## config.mk

```make
export PLATFORM = sky130hd
export DESIGN_NAME = ram_sdp_stream_fifo
export DESIGN_NICKNAME = d
export VERILOG_FILES = /design/src/rtl/classifier_fifo_pkg.sv /design/src/rtl/ram_sdp_one_clock.sv /design/src/rtl/ram_sdp_stream_fifo.sv
export SDC_FILE = /design/constraint.sdc
export NUM_CORES = 2
export LEC_CHECK = 0
export BUFFER_PORTS_ARGS = -buffer_cell sky130_fd_sc_hd__buf_4
export CAP_MARGIN = 20
export CORE_MARGIN = 5
export CORE_UTILIZATION = 52
export CTS_BUF_LIST = sky130_fd_sc_hd__clkbuf_8
export CTS_CLUSTER_DIAMETER = 150
export DETAILED_ROUTE_END_ITERATION = 6
export GPL_TIMING_DRIVEN = 0
export PLACE_DENSITY = 0.68
export SLEW_MARGIN = 0
export SYNTH_ARGS = -nofsm -noshare
export SYNTH_HDL_FRONTEND = slang
export SYNTH_SLANG_ARGS = --single-unit
```

## constraint.sdc

```tcl
create_clock -name clk -period 7 [get_ports clk]
set_input_delay 0.7 -clock clk [delete_from_list [all_inputs] [get_ports clk]]
set_output_delay 0.7 -clock clk [all_outputs]
set_load 0.02 [all_outputs]
```

## src/rtl/classifier_fifo_pkg.sv

```systemverilog
// Shared types and constants for the classifier stream FIFOs.
// Latency: n/a (types only).
// Backpressure: n/a (types only).
package classifier_fifo_pkg;

    localparam int FIFO_DEPTH  = 32;
    localparam int FIFO_AWIDTH = $clog2(FIFO_DEPTH);

    // Occupancy count wide enough to hold 0..FIFO_DEPTH inclusive
    typedef logic [FIFO_AWIDTH:0] fifo_cnt_t;

    // Output skid occupancy, 0..2
    typedef logic [1:0] skid_occ_t;

    localparam skid_occ_t SKID_DEPTH = 2'd2;

endpackage

```

## src/rtl/ram_sdp_one_clock.sv

```systemverilog
// Simple dual-port RAM, one clock: port A writes, port B reads.
// Latency: dob is registered, valid the cycle after enb.
// Backpressure: none; caller schedules all accesses.
module ram_sdp_one_clock
    import classifier_fifo_pkg::*;
#(
    parameter  int DWIDTH = 64,
    parameter  int DEPTH  = 32,
    localparam int AWIDTH = $clog2(DEPTH)
) (
    input  logic              clk,
    input  logic              ena,
    input  logic              wea,
    input  logic [AWIDTH-1:0] addra,
    input  logic [DWIDTH-1:0] dia,
    input  logic              enb,
    input  logic [AWIDTH-1:0] addrb,
    output logic [DWIDTH-1:0] dob
);

    logic [DWIDTH-1:0] mem [DEPTH];

    // Port A write; contents are never cleared
    always_ff @(posedge clk) begin
        if (ena && wea) begin
            mem[addra] <= dia;
        end
    end

    // Port B registered read
    always_ff @(posedge clk) begin
        if (enb) begin
            dob <= mem[addrb];
        end
    end

endmodule

```

## src/rtl/ram_sdp_stream_fifo.sv

```systemverilog
// Valid/ready FWFT FIFO on one SDP RAM with a 2-entry output skid hiding read latency.
// Latency: push into empty FIFO in cycle N gives out_valid in N+3; 1 word/clk sustained.
// Backpressure: registered in_ready, deasserts at DEPTH words; independent of out_ready.
module ram_sdp_stream_fifo
    import classifier_fifo_pkg::*;
#(
    parameter  int DWIDTH = 64,
    parameter  int DEPTH  = 32,
    localparam int AWIDTH = $clog2(DEPTH)
) (
    input  logic              clk,
    input  logic              rstn,
    input  logic              flush,
    input  logic              in_valid,
    output logic              in_ready,
    input  logic [DWIDTH-1:0] in_data,
    output logic              out_valid,
    input  logic              out_ready,
    output logic [DWIDTH-1:0] out_data,
    output logic [AWIDTH:0]   count
);

    localparam int              CW      = AWIDTH + 1;
    localparam logic [CW-1:0]   DEPTH_C = CW'(DEPTH);

    logic [AWIDTH-1:0] wr_ptr;
    logic [AWIDTH-1:0] rd_ptr;
    logic [CW-1:0]     ram_occ;
    logic [CW-1:0]     count_q;
    logic [CW-1:0]     count_next;
    logic              rd_pend;
    logic              in_ready_q;
    skid_occ_t         skid_occ;
    logic              skid_hd;
    logic [DWIDTH-1:0] skid_q0;
    logic [DWIDTH-1:0] skid_q1;
    logic [DWIDTH-1:0] dob;
    logic              push;
    logic              pop;
    logic              issue;
    logic              capture;
    logic              skid_wr_sel;
    logic [2:0]        pend_after_pop;

    // Handshakes are ignored entirely during a flush cycle
    assign push      = in_valid & in_ready_q & ~flush;
    assign out_valid = (skid_occ != 2'd0);
    assign pop       = out_valid & out_ready & ~flush;

    // Only issue a read if the skid will have room for the returning word,
    // counting the word already in flight and the one leaving this cycle.
    assign pend_after_pop = {1'b0, skid_occ} + {2'b00, rd_pend} - {2'b00, pop};
    assign issue          = (ram_occ != '0) & (pend_after_pop < {1'b0, SKID_DEPTH}) & ~flush;

    // A flush discards the word returning from the RAM this cycle
    assign capture     = rd_pend & ~flush;
    assign skid_wr_sel = skid_hd ^ skid_occ[0];

    assign count_next = flush ? '0 : (count_q + CW'(push) - CW'(pop));

    assign in_ready = in_ready_q;
    assign count    = count_q;
    assign out_data = skid_hd ? skid_q1 : skid_q0;

    ram_sdp_one_clock #(
        .DWIDTH (DWIDTH),
        .DEPTH  (DEPTH)
    ) u_ram (
        .clk   (clk),
        .ena   (push),
        .wea   (push),
        .addra (wr_ptr),
        .dia   (in_data),
        .enb   (issue),
        .addrb (rd_ptr),
        .dob   (dob)
    );

    // RAM-side pointers, RAM occupancy and the outstanding-read flag
    always_ff @(posedge clk or negedge rstn) begin
        if (!rstn) begin
            wr_ptr  <= '0;
            rd_ptr  <= '0;
            ram_occ <= '0;
            rd_pend <= 1'b0;
        end else if (flush) begin
            wr_ptr  <= '0;
            rd_ptr  <= '0;
            ram_occ <= '0;
            rd_pend <= 1'b0;
        end else begin
            if (push) begin
                wr_ptr <= wr_ptr + AWIDTH'(1);
            end
            if (issue) begin
                rd_ptr <= rd_ptr + AWIDTH'(1);
            end
            ram_occ <= ram_occ + CW'(push) - CW'(issue);
            rd_pend <= issue;
        end
    end

    // Total occupancy and the registered accept flag
    always_ff @(posedge clk or negedge rstn) begin
        if (!rstn) begin
            count_q    <= '0;
            in_ready_q <= 1'b0;
        end else begin
            count_q    <= count_next;
            in_ready_q <= (count_next < DEPTH_C);
        end
    end

    // Two-register skid: capture returning RAM data at the tail, pop from the head
    always_ff @(posedge clk or negedge rstn) begin
        if (!rstn) begin
            skid_q0  <= '0;
            skid_q1  <= '0;
            skid_hd  <= 1'b0;
            skid_occ <= '0;
        end else if (flush) begin
            skid_hd  <= 1'b0;
            skid_occ <= '0;
        end else begin
            if (capture) begin
                if (skid_wr_sel) begin
                    skid_q1 <= dob;
                end else begin
                    skid_q0 <= dob;
                end
            end
            if (pop) begin
                skid_hd <= ~skid_hd;
            end
            skid_occ <= skid_occ + skid_occ_t'(capture) - skid_occ_t'(pop);
        end
    end

    a_skid_bound : assert property (@(posedge clk) disable iff (!rstn)
        skid_occ <= SKID_DEPTH);

    a_count_sum : assert property (@(posedge clk) disable iff (!rstn)
        count_q == ram_occ + CW'(rd_pend) + CW'(skid_occ));

endmodule

```

# Yosys cells after proc, flatten, opt, wreduce, memory -nomap -nowiden
# Memories as Yosys holds them, arrays and structs flattened. A register that Yosys moved wholly into a read port is not among the register bits.
# Index checks and enable logic that the tools add are counted.
totals:
  register_bits: 155
  ramBits: 2048
  output_inout_bits: 72
  elab_cells: 54
  memories: 1
op_classes:
  addsub: 10
  order_cmp: 2
  n_mux: 13
  bitwise: 11
  reduce_logical: 7
memory_table:
  columns: ["memory", "depth", "word_bits", "read_ports", "rd_ports_with_merged_regs", "wr", "line", "source"]
  rows:
  - ["u_ram.mem", 32, 64, 1, 1, 1, "ram_sdp_one_clock.sv:21", "logic [DWIDTH-1:0] mem [DEPTH];"]
ops:
  columns: ["op", "count"]
  rows:
  - ["64-bit 2-to-1 mux", 1]
  - ["5-bit 2-to-1 mux", 4]
  - ["6-bit by 1-bit adder with 6-bit output", 2]
  - ["6-bit 2-to-1 mux", 2]
  - ["6-bit by 1-bit subtractor with 6-bit output", 2]
  - ["5-bit by 1-bit adder with 5-bit output (second input constant)", 2]
  - ["2-bit nonzero test", 4]
  - ["1-bit AND", 7]
  - ["6-bit < comparator (second input constant)", 1]
  - ["3-bit AND reduction", 2]
  - ["6-bit nonzero test", 1]
  - ["1-bit 2-to-1 mux", 5]
  - ["2-bit by 1-bit adder with 3-bit output", 1]
  - ["3-bit by 2-bit < comparator with 1-bit output (second input constant)", 1]
  - ["1-bit NOT", 3]
  - ["3-bit by 1-bit subtractor with 3-bit output", 1]
  - ["2-bit by 1-bit adder with 2-bit output", 1]
  - ["2-bit 2-to-1 mux", 1]
  - ["2-bit by 1-bit subtractor with 2-bit output", 1]
  - ["1-bit XOR", 1]

# Logic depth before layout (Yosys ltp)
depth:
  depth_word: 9
  depth_mapped: 16

# By module
# From an unflattened synthesis, not the netlist that was laid out.
unflattened:
  cells_unflattened: 3625
  area_unflattened_um2: 87096.0
by_module_without_submodules:
  columns: ["module", "n_inst", "cells_per_inst", "area_each_um2"]
  rows:
  - ["ram_sdp_one_clock", 1, 3111, 79568.8]
  - ["ram_sdp_stream_fifo", 1, 514, 7527.2]

# Worst setup path before layout
# No wires, ideal clock.
synth_timing:
  kind: "input -> register"
  startpoint: "in flush"
  endpoint: "reg ram_occ[4]"
  t_arrival_ps: 6342
  required_ps: 6868
  slack_ps: 527
  cell_stages: 15
  n_path_buf: 1
  cell_sequence: "clkbuf_1 nor3_1 o21ai_0 fa_1 xnor2_1 nand3_1 nor2_1 ha_1 inv_1 ha_1 fa_1 a21oi_1 o21bai_1 xnor2_1 nor2_1"
synth_via:
  elab_chain_cells: 8
  elab_cells_between_ends: 10
synth_rtl:
  columns: ["item", "line", "source"]
  rows:
  - ["start, declared", "ram_sdp_stream_fifo.sv:13", "input logic flush,"]
  - ["1-bit NOT (no line) *", null, null]
  - ["1-bit AND", "ram_sdp_stream_fifo.sv:48", "assign pop = out_valid & out_ready & ~flush;"]
  - ["3-bit by 1-bit subtractor with 3-bit output", "ram_sdp_stream_fifo.sv:52", "assign pend_after_pop = {1'b0, skid_occ} + {2'b00, rd_pend} - {2'b00, pop};"]
  - ["3-bit by 2-bit < comparator with 1-bit output", "ram_sdp_stream_fifo.sv:53", "assign issue = (ram_occ != '0) & (pend_after_pop < {1'b0, SKID_DEPTH}) & ~flush;"]
  - ["1-bit AND", "ram_sdp_stream_fifo.sv:53", null]
  - ["1-bit AND *", "ram_sdp_stream_fifo.sv:53", null]
  - ["via issue", "ram_sdp_stream_fifo.sv:40", "logic issue;"]
  - ["6-bit by 1-bit subtractor with 6-bit output *", "ram_sdp_stream_fifo.sv:98", "ram_occ <= ram_occ + CW'(push) - CW'(issue);"]
  - ["6-bit 2-to-1 mux *", "ram_sdp_stream_fifo.sv:86", "end else if (flush) begin"]
  - ["end signal, assigned", "ram_sdp_stream_fifo.sv:98", null]
  - ["end, declared", "ram_sdp_stream_fifo.sv:28", "logic [CW-1:0] ram_occ;"]
# The timed path passes the listed nets; every way through them passes the cells marked *.
# A chain may end at the register's enable or synchronous reset.

# Worst setup path after layout
layout_timing:
  startpoint: "reg skid_occ[1]"
  endpoint: "reg ram_occ[4]"
layout_via:
  elab_chain_cells: 9
  elab_cells_between_ends: 10
layout_rtl:
  columns: ["item", "line", "source"]
  rows:
  - ["start, declared", "ram_sdp_stream_fifo.sv:33", "skid_occ_t skid_occ;"]
  - ["start signal, assigned", "ram_sdp_stream_fifo.sv:135", "skid_occ <= skid_occ + skid_occ_t'(capture) - skid_occ_t'(pop);"]
  - ["2-bit nonzero test", "ram_sdp_stream_fifo.sv:47", "assign out_valid = (skid_occ != 2'd0);"]
  - ["1-bit AND (2 in a row)", "ram_sdp_stream_fifo.sv:48", null]
  - ["3-bit by 1-bit subtractor with 3-bit output *", "ram_sdp_stream_fifo.sv:52", null]
  - ["3-bit by 2-bit < comparator with 1-bit output *", "ram_sdp_stream_fifo.sv:53", null]
  - ["1-bit AND * (2 in a row)", "ram_sdp_stream_fifo.sv:53", null]
  - ["via issue", "ram_sdp_stream_fifo.sv:40", null]
  - ["6-bit by 1-bit subtractor with 6-bit output *", "ram_sdp_stream_fifo.sv:98", null]
  - ["6-bit 2-to-1 mux *", "ram_sdp_stream_fifo.sv:86", null]
# Marked as above.

==> impl_metrics.json <==
{
  "clk_path_buf_depth": 4,
  "drive_gt1_frac": 0.2882,
  "grt_max_degree": 84,
  "worstSetupEndpointType": "flop",
  "ir_worst_vdd_uv": 204.4,
  "tns_ps": 0,
  "maxCapViolCount": 0,
  "hp-start": "in_data[17]",
  "rsz0062_at_grt": "no",
  "final_core_util": 0.6012,
  "placementRows": 150,
  "max_freq_ghz": 0.2084,
  "grt_pass1_wl_mm": 305.3,
  "nets": 4730,
  "hold-path-cell-count": 1,
  "critPathLaunchType": "flop",
  "routedWlPerCell_microns": 29.52,
  "drt_iter0_drc": 4688,
  "drt_pass1_iterations": 6,
  "setup.worst_path.start": "skid_occ[1]",
  "die_y_microns": 420.1,
  "globalRouteOverflowTotal": 0,
  "ios": 141,
  "setup_viol": 0,
  "drt-total-wl_mm": 210.0,
  "route.detailed.drc": 0,
  "ys_warn_count": 0,
  "ctsResizeCount": 0,
  "critPathMaxFanout": 23,
  "fin_crit_sh": 0.6854,
  "path_class": "reg -> reg",
  "hold_viol_final": 0,
  "synth_cells": 3979,
  "ys.flop_type": "edfxtp_1",
  "viasPerCell": 6.071,
  "numCtsBuffers": 371,
  "die_x_microns": 420.1,
  "tritoncts": "done",
  "worst_r2r_endpoint": "ram_occ[4]",
  "clkTransAtPathRegs_ps": 60,
  "status": "complete, no violations",
  "yosys-top-cells-area": "edfxtp_1, mux4_2, dfrtp_1",
  "via_count": 43190,
  "syn-num-nets": 4071,
  "antenna_left": 0,
  "gp_congestion": 0.7713,
  "period_minus_slack_ps": 4798,
  "reg2regPathDepth": 17,
  "portBuffers": 140,
  "holdBufCountCts": 60,
  "cts_sinks": 2267,
  "p_per_area_nw_per_um2": 336.8,
  "skew_ps": 96.30,
  "grt_usage": 0.2400,
  "r2r_start": "skid_occ[1]",
  "synth_seq_area_share": 0.7697,
  "drv_slew": 0,
  "synth_top_area_frac": 0.7253,
  "whs_endpoint": "u_ram.mem[5][17]",
  "netlist_area_sq_um": 87440,
  "cts_root_buf": "clkbuf_8",
  "antenna_found_initial": 6,
  "async_reset_ff_frac": 0.06837,
  "leakage_nw": 32.64,
  "start_util": 0.5229,
  "synth_edf_count": 2112,
  "ys_ff_latch": 2267,
  "max_slew.worst_pin.slew_ps": 1137,
  "cts_max_level": 5,
  "holdWs_ps": 100.2,
  "insertion_delay_ps": 1060,
  "die-area_sq_um": 176500,
  "syn_to_final_growth_pct": 14.97,
  "hpwl_mm": 137.0,
  "min_path_type": "in -> reg",
  "r2r_slack_ps": 2200,
  "yosysTopAreaCell": "edfxtp_1",
  "synth_area_per_cell_sq_um": 21.98,
  "grt_pass1_vias": 44500,
  "cts_setup_buffers": 0,
  "required_ps": 7840,
  "relSlewSlack": 0.2418,
  "synth.distinct_cells": 54,
  "core_area_sq_um": 167200,
  "cp.arrival_ps": 5640
}
==> sequential cells by signal (all words and copies together), names as in the netlist, 5 cells and up <==
register / count
skid_q0: 64
wr_ptr: 5
count: 6
u_ram.dob: 64
ram_occ: 6
skid_q1: 64
rd_ptr: 5
u_ram.mem: 2048
==> cells by family (layout without fill, tap and decap cells) <==
group / count (synthesis) / in the layout / share of synthesized area
and+or+nand+nor: 110 / 110 / 0.006067
other: 0 / 7 / 0
adders and majority gates: 23 / 23 / 0.003549
xor gates and xnor gates: 20 / 20 / 0.002003
muxes: 897 / 897 / 0.1624
DFF: 2267 / 2267 / 0.7697
AOI/OAI and AO/OA: 412 / 412 / 0.03770
buffers and inverters: 250 / 1174 / 0.01867
==> worst max path at each step <==
stage / to / slack, ps / cells past startpoint
floorplan: ram_occ[4] / 530 / 15
CTS: ram_occ[4] / 2150 / 17
global placement: ram_occ[4] / -3330 / 16
finish: ram_occ[4] / 2200 / 17
detailed placement: ram_occ[4] / 1930 / 17
global route: ram_occ[4] / 1850 / 17
==> cell type report <==
class	instances	area, sq um
diodes	7	17.52
plain buffers	233	1570
clock buffers	391	5381
clock inverters	247	1195
fillers	11620	66690
inverters	17	63.81
multi-input cells	1462	18770
flip-flops and latches	2267	67300
well taps	2204	2758
repair buffers	286	3477
==> metal layers <==
layer  share of wire  track usage  vias up
met3           0.076      0.04819      355
met5               0            0        -
met4           0.030      0.07886        0
met1            0.40       0.3304    22760
li1                -            -    18210
met2            0.49       0.3904     1862
==> power by group <==
group	internal, mW	switching, mW
clock network	5.38	5.03
registers	15.6	0.366
logic	3.49	3.95
total	24.5	9.34
==> Yosys cell counts (5+ instances only) <==
cell,n
a21o_1,6
mux2_2,204
a221oi_1,57
edfxtp_1,2112
dfrtp_1,155
a221o_1,6
or3_1,5
nand3b_1,5
nor2b_1,9
nand2_1,13
xor2_1,10
o221ai_1,64
o21a_1,6
o22ai_1,12
buf_6,39
a21oi_1,17
clkbuf_1,76
nor2_1,54
buf_8,15
a22oi_1,58
mux4_2,342
buf_4,13
buf_1,11
mux2i_1,309
inv_1,17
buf_12,5
buf_2,68
xnor2_1,10
a211oi_1,114
ha_1,20
mux4_1,42
o22a_1,58
==> worst max-delay path, stage by stage, from the launching register on <==
cell and delay, ps:
dfrtp_1 460, o21ai_0 540, nor2_1 170, nor2b_1 140, o21ai_0 110, fa_1 420
xnor2_1 230, nand3_1 230, nor2_4 770, buf_12 270, ha_1 160, inv_1 40
ha_1 210, fa_1 440, a21oi_1 150, o21bai_1 100, xnor2_1 150, nor2_1 50
==> through the flow <==
| stage | power (mW) | cell area (sq um) | setup WS [ps] | instances |
|---|---|---|---|---|
| global route | 35.23 | 100500 | 1845 | 7108 |
| global placement | 23.60 | 91250 | -3335 | 6323 |
| floorplan | 21.19 | 87440 | 526.5 | 3979 |
| CTS | 34.14 | 100500 | 2151 | 7107 |
| finish | 33.86 | 100500 | 2202 | 7114 |
| detailed placement | 23.77 | 93340 | 1934 | 6409 |
==> cell usage in the layout (no fill, tap or decap), types with 9 or more instances in the layout <==
master | synthesis | layout
edfxtp_1 | 2112 | 2112
clkbuf_8 | 0 | 391
mux4_2 | 342 | 342
mux2i_1 | 309 | 309
mux2_2 | 204 | 204
dfrtp_1 | 155 | 155
buf_4 | 13 | 152
inv_1 | 17 | 139
a211oi_1 | 114 | 114
clkbuf_1 | 76 | 76
buf_12 | 5 | 76
buf_2 | 68 | 69
clkinv_1 | 0 | 67
o221ai_1 | 64 | 64
dlygate4sd3_1 | 0 | 60
o22a_1 | 58 | 58
a22oi_1 | 58 | 58
a221oi_1 | 57 | 57
clkinv_2 | 0 | 43
mux4_1 | 42 | 42
buf_6 | 39 | 40
nor2_4 | 0 | 34
nor2_1 | 54 | 20
ha_1 | 20 | 20
a21oi_1 | 17 | 17
buf_8 | 15 | 16
buf_16 | 0 | 14
nand2_1 | 13 | 13
o22ai_1 | 12 | 12
buf_1 | 11 | 10
xnor2_1 | 10 | 10
xor2_1 | 10 | 10
nor2b_1 | 9 | 9
Note: power is estimated with default switching activity, not from simulation.
